$ cat config.mk
export PLATFORM = sky130hd
export DESIGN_NAME = box_draw_sequencer
export DESIGN_NICKNAME = d
export VERILOG_FILES = /design/src/rtl/box_draw_sequencer.sv
export SDC_FILE = /design/constraint.sdc
export NUM_CORES = 1
export LEC_CHECK = 0
export BUFFER_PORTS_ARGS = -buffer_cell sky130_fd_sc_hd__buf_2
export CORE_MARGIN = 4
export CORE_UTILIZATION = 60
export DETAILED_ROUTE_END_ITERATION = 7
export GPL_TIMING_DRIVEN = 0
export PLACE_DENSITY = 0.84
export REMOVE_ABC_BUFFERS = 1
export SLEW_MARGIN = 10
export SYNTH_ARGS = -nofsm -noshare
export SYNTH_HDL_FRONTEND = slang
export SYNTH_SLANG_ARGS = --single-unit
$ cat constraint.sdc
create_clock -name iClock -period 4.8 [get_ports iClock]
set_input_delay 0.96 -clock iClock [delete_from_list [all_inputs] [get_ports iClock]]
set_output_delay 0.96 -clock iClock [all_outputs]
set_load 0.005 [all_outputs]
$ cat src/rtl/box_draw_sequencer.sv
// Tile-draw request queue feeding dynamicBox: 4-deep {tile,colour} FIFO plus a box-command FSM.
// Optional flash-then-restore second pass is enabled by defining FLASH_RESTORE_EN.
module box_draw_sequencer #(
  parameter logic [7:0]  TILE_W       = 8'd70,
  parameter logic [6:0]  TILE_H       = 7'd50,
  parameter logic [7:0]  X0           = 8'd8,
  parameter logic [7:0]  X1           = 8'd82,
  parameter logic [6:0]  Y0           = 7'd8,
  parameter logic [6:0]  Y1           = 7'd62,
  parameter logic [15:0] PLOT_CYCLES  = 16'd3623,
  parameter logic [24:0] FLASH_CYCLES = 25'd25000000,
  parameter logic [2:0]  BASE_COLOUR  = 3'b000
) (
  input  logic       iClock,
  input  logic       iResetn,
  input  logic       iReq,
  input  logic [1:0] iTile,
  input  logic [2:0] iColour,
  output logic       oFull,
  output logic       oBusy,
  output logic       oDone,
  output logic       oOverflow,
  output logic [7:0] oXCoord,
  output logic [6:0] oYCoord,
  output logic [7:0] oXSize,
  output logic [6:0] oYSize,
  output logic [2:0] oColour,
  output logic       oPlot
);

`ifdef FLASH_RESTORE_EN
  localparam int unsigned CW = 25;
  typedef enum logic [2:0] {IDLE, LOAD, PLOT, GAP, HOLD, RESTORE} state_t;
  localparam logic [CW-1:0] FLASH_LAST = FLASH_CYCLES - 25'd1;
`else
  localparam int unsigned CW = 16;
  typedef enum logic [2:0] {IDLE, LOAD, PLOT, GAP} state_t;
`endif

  localparam logic [CW-1:0] PLOT_LAST = CW'(PLOT_CYCLES) - CW'(1);

  state_t        state_q, state_d;
  logic [4:0]    mem_q [4];
  logic [4:0]    mem_d [4];
  logic [1:0]    wr_ptr_q, wr_ptr_d;
  logic [1:0]    rd_ptr_q, rd_ptr_d;
  logic [2:0]    count_q, count_d;
  logic          ovf_q, ovf_d;
  logic [CW-1:0] cnt_q, cnt_d;
  logic [7:0]    x_q, x_d, xs_q, xs_d;
  logic [6:0]    y_q, y_d, ys_q, ys_d;
  logic [2:0]    col_q, col_d;
  logic          plot_q, plot_d;
  logic          done_q, done_d;
  logic          second_q, second_d;
  logic          push, pop;
  logic [4:0]    head;

  always_comb begin
    mem_d    = mem_q;
    wr_ptr_d = wr_ptr_q;
    rd_ptr_d = rd_ptr_q;
    ovf_d    = ovf_q;
    state_d  = state_q;
    cnt_d    = cnt_q;
    x_d      = x_q;
    y_d      = y_q;
    xs_d     = xs_q;
    ys_d     = ys_q;
    col_d    = col_q;
    plot_d   = 1'b0;
    done_d   = 1'b0;
    second_d = second_q;

    // A request arriving while full is dropped even if this edge also pops.
    push = iReq && (count_q != 3'd4);
    pop  = (state_q == IDLE) && (count_q != 3'd0);
    head = mem_q[rd_ptr_q];

    if (iReq && (count_q == 3'd4)) ovf_d = 1'b1;
    if (push) begin
      mem_d[wr_ptr_q] = {iTile, iColour};
      wr_ptr_d        = wr_ptr_q + 2'd1;
    end
    if (pop) rd_ptr_d = rd_ptr_q + 2'd1;
    count_d = count_q + {2'b00, push} - {2'b00, pop};

    case (state_q)
      IDLE: begin
        if (pop) begin
          state_d  = LOAD;
          x_d      = head[3] ? X1 : X0;
          y_d      = head[4] ? Y1 : Y0;
          xs_d     = TILE_W;
          ys_d     = TILE_H;
          col_d    = head[2:0];
          second_d = 1'b0;
        end
      end
      LOAD: begin
        state_d = PLOT;
        plot_d  = 1'b1;
        cnt_d   = '0;
      end
      PLOT: begin
        if (cnt_q == PLOT_LAST) begin
          cnt_d = '0;
`ifdef FLASH_RESTORE_EN
          if (!second_q) begin
            state_d = HOLD;
          end else begin
            state_d = GAP;
            done_d  = 1'b1;
          end
`else
          state_d = GAP;
          done_d  = 1'b1;
`endif
        end else begin
          cnt_d  = cnt_q + CW'(1);
          plot_d = 1'b1;
        end
      end
      GAP: state_d = IDLE;
`ifdef FLASH_RESTORE_EN
      HOLD: begin
        if (cnt_q == FLASH_LAST) begin
          cnt_d   = '0;
          state_d = RESTORE;
          col_d   = BASE_COLOUR;
        end else begin
          cnt_d = cnt_q + CW'(1);
        end
      end
      RESTORE: begin
        state_d  = PLOT;
        plot_d   = 1'b1;
        second_d = 1'b1;
        cnt_d    = '0;
      end
`endif
      default: state_d = IDLE;
    endcase
  end

  always_ff @(posedge iClock or negedge iResetn) begin
    if (!iResetn) begin
      state_q  <= IDLE;
      mem_q    <= '{default: '0};
      wr_ptr_q <= '0;
      rd_ptr_q <= '0;
      count_q  <= '0;
      ovf_q    <= 1'b0;
      cnt_q    <= '0;
      x_q      <= '0;
      y_q      <= '0;
      xs_q     <= '0;
      ys_q     <= '0;
      col_q    <= '0;
      plot_q   <= 1'b0;
      done_q   <= 1'b0;
      second_q <= 1'b0;
    end else begin
      state_q  <= state_d;
      mem_q    <= mem_d;
      wr_ptr_q <= wr_ptr_d;
      rd_ptr_q <= rd_ptr_d;
      count_q  <= count_d;
      ovf_q    <= ovf_d;
      cnt_q    <= cnt_d;
      x_q      <= x_d;
      y_q      <= y_d;
      xs_q     <= xs_d;
      ys_q     <= ys_d;
      col_q    <= col_d;
      plot_q   <= plot_d;
      done_q   <= done_d;
      second_q <= second_d;
    end
  end

  assign oFull     = (count_q == 3'd4);
  assign oBusy     = (state_q != IDLE) || (count_q != 3'd0);
  assign oDone     = done_q;
  assign oOverflow = ovf_q;
  assign oXCoord   = x_q;
  assign oYCoord   = y_q;
  assign oXSize    = xs_q;
  assign oYSize    = ys_q;
  assign oColour   = col_q;
  assign oPlot     = plot_q;

endmodule

## Word-level counts from Yosys, hierarchy flattened

Cells that the tools add are included.

| word-level totals | value |
|---|---|
| logic and storage cells | 61 |
| input port bits | 8 |
| flip-flop bits (word level) | 68 |
| output and inout bits | 38 |

| operators by class | value |
|---|---|
| reductions and logical operators | 11 |
| order comparisons | 3 |
| multiplexer cells | 17 |
| add/subtract/negate cells | 5 |
| equality and inequality tests | 7 |
| bitwise logic cells | 2 |

Operator list:

| cell | number |
|---|---|
| $pmux W16 S2 | 1 |
| $bwmux W20 | 1 |
| $add A16 B1 Y16 const B | 1 |
| $eq A16 B12 Y1 const B | 1 |
| $mux W16 | 1 |
| $mux W5 | 3 |
| $bmux W5 S2 | 1 |
| $demux W5 S2 | 1 |
| $pmux W3 S3 | 1 |
| $mux W7 | 1 |
| $ge A3 B3 Y1 const B | 2 |
| $mux W3 | 2 |
| $mux W6 | 1 |
| $not A2 Y3 | 2 |
| $reduce_bool A3 Y1 | 2 |
| $add A2 B1 Y2 const B | 2 |
| $logic_and A1 B1 Y1 | 4 |
| $ne A2 B2 Y1 const B | 2 |
| $reduce_and A2 Y1 | 2 |
| $add A3 B1 Y3 | 1 |
| $eq A3 B1 Y1 const B | 1 |
| $eq A3 B2 Y1 const B | 1 |
| $eq A3 B3 Y1 const B | 1 |
| $logic_not A3 Y1 | 1 |
| other kinds (7) | 9 |

## Longest topological paths before layout

| depth | value |
|---|---|
| word-level depth | 6 |
| mapped depth | 11 |
| depth with buffers taken out | 11 |

## Least setup slack after synthesis

Ideal clock, no wire load.

| timing path | value |
|---|---|
| kind | in2reg |
| start point | in iReq |
| end point | reg count_q[2] |
| stages on the path | 9 |
| buffers on the path | 0 |
| arrival | 2.417 ns |
| required time | 4.672 ns |
| slack | 2.255 ns |
| library setup time | 0.128 ns |
| path through | a21boi_2 -> inv_1 -> ha_1 -> inv_1 -> ha_1 -> inv_1 -> fa_1 -> xnor2_1 -> xnor2_1 |

| on the way | value |
|---|---|
| cells in the longest elaborated chain, start to end | 3 |

RTL lines:

| what | line | RTL |
|---|---|---|
| start, declared | 16 | `input logic iReq,` |
| $logic_and A1 B1 Y1 | 76 | `push = iReq && (count_q != 3'd4);` |
| $add A3 B1 Y3 | 86 | `count_d = count_q + {2'b00, push} - {2'b00, pop};` |
| $sub A3 B1 Y3 | 86 |  |
| named net count_d[2] | 47 | `logic [2:0] count_q, count_d;` |
| end signal, assigned | 168 | `count_q <= count_d;` |
| end, declared | 47 |  |

The timed path passes the listed nets, and every way through them passes these cells.
A chain may end at the register's enable or synchronous reset.

## Final worst setup path

| timing path | value |
|---|---|
| start point | reg state_q[0] |
| end point | out oBusy |

| on the way | value |
|---|---|
| cells in the longest elaborated chain, start to end | 2 |

RTL lines:

| what | line | RTL |
|---|---|---|
| start, declared | 42 | `state_t state_q, state_d;` |
| start signal, assigned | 164 | `state_q <= state_d;` |
| $reduce_bool A3 Y1 | 183 | `assign oBusy = (state_q != IDLE) \|\| (count_q != 3'd0);` |
| $logic_or A1 B1 Y1 | 183 |  |
| end, declared | 20 | `output logic oBusy,` |

Every way passes these cells.

==> flow_summary.toml <==
[setup_path]
reg2reg_to = "count_q[2]"
critPathMaxStageDelay_ns = 0.44
crit_path_end_kind = "output port"
worstSetupStartpointType = "flip-flop"
critPathKind = "reg2out"
required_ns = 3.84
crit_slowest_cell = "dfrtp_1"
cp.arrival_ns = 1.73
reg2reg_slack_ns = 2.17
rr_startpoint = "count_q[1]"
crit_path_frequent_cell = "inv_1"
worst-r2r-cell-count = 9
cp_max_fo = 5
path_cells = "inv_1 > ha_1 > nor4b_2 > inv_1 > buf_2"

[hold_path]
min_path_cells = 1
whs_endpoint = "oOverflow"
hp-class = "reg2reg"
min_from = "oOverflow"

[timing]
rsz0062_at_grt = "false"
maxSlewViolCount = 0
period_needed_ns = 2.69
fin_hold_ws_ns = 0.455
relSlewSlack = 0.546
finalCritPeriodShare = 0.560
finalHoldViolCount = 0
tightestPinTransition_ns = 0.676
finalSetupTns_ns = 0
finalSetupViolCount = 0
clock_skew_ns = 0.00582
timing.fmax_mhz = 372

[clocking]
insertion_delay_ns = 0.31
cts_setup_buffers = 0
cts_buffers = 5
path_clk_slew_ns = 0.09
ctsResizeCount = 0
hold_buffers = 0
cts.sinks = 55
cts-root-buf = "clkbuf_8"
clk_path_buf_depth = 2
htreeDepth = 2
cts_tree = "built"

[placed_design]
port_buffers = 30
place_congestion = 0.802
dpl.hpwl_mm = 3.44

[synth]
ys_async_sr_fraction = 1.00
ys_ff_latch = 55
yosys.area.top_type_share = 0.477
yosysWarnings = 0
synthCells = 250
dominantRegCellSynth = "dfrtp_1"
yosys.area.top_type = "dfrtp_1"
synth.distinct_cells = 47
syn_area_um2 = 2890
synth.area.top_cells = "dfrtp_1 (48%), buf_4 (6.8%), ha_1 (5.2%)"
synth_edf_count = 0
syn_area_per_cell_um2 = 11.5
yosysSeqAreaShare = 0.477

[floorplan]
rows = 24
coreArea_um2 = 4500
die_area_um2 = 5980
io-pin-count = 46
die_h_um = 77.3
start_util = 0.641
die_x_um = 77.3

[global_route]
grt_overflow_total = 0
gr-usage-all-layers = 0.175
grt_pass1_vias = 1694
antenna_found_initial = 0
grt_max_degree = 56
grt_pass1_wl_mm = 8.29

[route]
wl_per_cell_um = 15.0
drt-pass1-iter-count = 4
antenna_left = 0
drc = 0
drt-vias-per-instance = 5.55
wl_mm = 4.89
num_vias = 1804
drt_iter0_markers = 96

[power_and_ir_drop]
ir_drop_mv = 0.211
total_power_mw = 1.76
leakage_nw = 1.42
power_density_nw_per_um2 = 575

[final_layout]
multi_input_area_um2 = 1280
seq_area_um2 = 1380
syn_to_final_growth_pct = 5.98
nFillCells = 318
antenna_cells = 0
layout-drive-gt1-share = 0.231
final_nets = 293

[flow_run]
drv_cap = 0

[status]
status = "finished, final reports clean"
-- worst max-delay path: cells and delay by family (launching register included) --
family | cells | cell delay, ns
buffers and inverters | 3 | 0.34
adder cells (fa/ha/maj) | 1 | 0.21
flip-flops | 1 | 0.44
AND/OR/NAND/NOR | 1 | 0.43
-- cells in the mapped netlist, types with 2 or more instances --
master / number
a21oi_1: 3
buf_4: 26
dfrtp_1: 55
ha_1: 12
inv_1: 15
mux2_1: 13
mux2_2: 8
mux4_2: 5
nand2_1: 29
nand2b_1: 2
nand3_1: 6
nand4_1: 3
nor2_1: 16
nor3_1: 5
nor4_1: 4
o21ai_0: 3
o311ai_1: 2
xnor2_1: 14
-- logic make-up after synthesis --
family,count (synthesis),synth area share
AND/OR/NAND/NOR,75,0.145
multiplexers,27,0.124
XOR/XNOR,14,0.0425
buffers and inverters,46,0.0967
adder cells (fa/ha/maj),13,0.0590
AO/OA/AOI/OAI,19,0.0538
flip-flops,55,0.477
other,1,0.00130
-- worst max path at each step --
stage          cells after the start  slack (ns)          to  startpoint
2_1_floorplan                      9        2.26  count_q[2]        iReq
3_3_place_gp                      10        2.06  count_q[2]        iReq
3_5_place_dp                      10        2.01  count_q[2]        iReq
4_1_cts                            5        2.10       oBusy  state_q[0]
5_1_grt                            9        1.92  count_q[2]  count_q[1]
6_report                           5        2.11       oBusy  state_q[0]
-- flip-flops by register name, indices dropped and copies added, names as in the netlist --
name,cells
mem_q,20
oXCoord,2
oColour,3
oOverflow,1
wr_ptr_q,2
oDone,1
state_q,2
oPlot,1
cnt_q,16
rd_ptr_q,2
count_q,3
oYCoord,2
-- stage by stage --
stage	area [um^2]	util	setup WS [ns]	std cells
floorplan	2720	-	2.26	235
global placement	2940	0.652	2.06	317
detailed placement	2940	0.652	2.01	317
CTS	3060	0.678	2.10	325
global route	3060	0.679	1.92	325
finish	3060	0.679	2.11	325
-- layer usage --
layer,track usage,part of all wire,wire (um),vias to the layer above
li1,-,-,-,855
met1,0.249,0.45,2210,887
met2,0.257,0.47,2310,52
met3,0.0417,0.058,282,10
met4,0.0730,0.018,89,0
met5,0,0,0,-
-- report_power, final --
group          switching (mW)  internal [mW]  leakage [nW]
logic                   0.347          0.328         0.672
clock network           0.148          0.169        0.0612
registers               0.134          0.631         0.685
-- cell usage in the layout (no fill, tap or decap), types with 2 or more instances in the layout --
master    instances
conb_1           15
a21oi_1           3
xnor2_1          14
nand3_1           6
o21ai_0           3
nand4_1           3
nor4_1            4
nor2_1           16
mux4_2            5
nand2_1          29
ha_1             12
mux2_1           13
dfrtp_1          55
clkbuf_8          6
buf_2            29
inv_1            15
o311ai_1          2
mux2_2            8
nand2b_1          2
nor3_1            5
-- cell type report --
cell class / instances / share of cell area
inverters: 17 / 0.0209
multi-input cells: 163 / 0.419
repair buffers: 30 / 0.0499
well taps: 52 / 0.0213
flip-flops and latches: 55 / 0.450
clock buffers: 6 / 0.0270
clock inverters: 2 / 0.0115
Power figures use the tool's default switching activity.
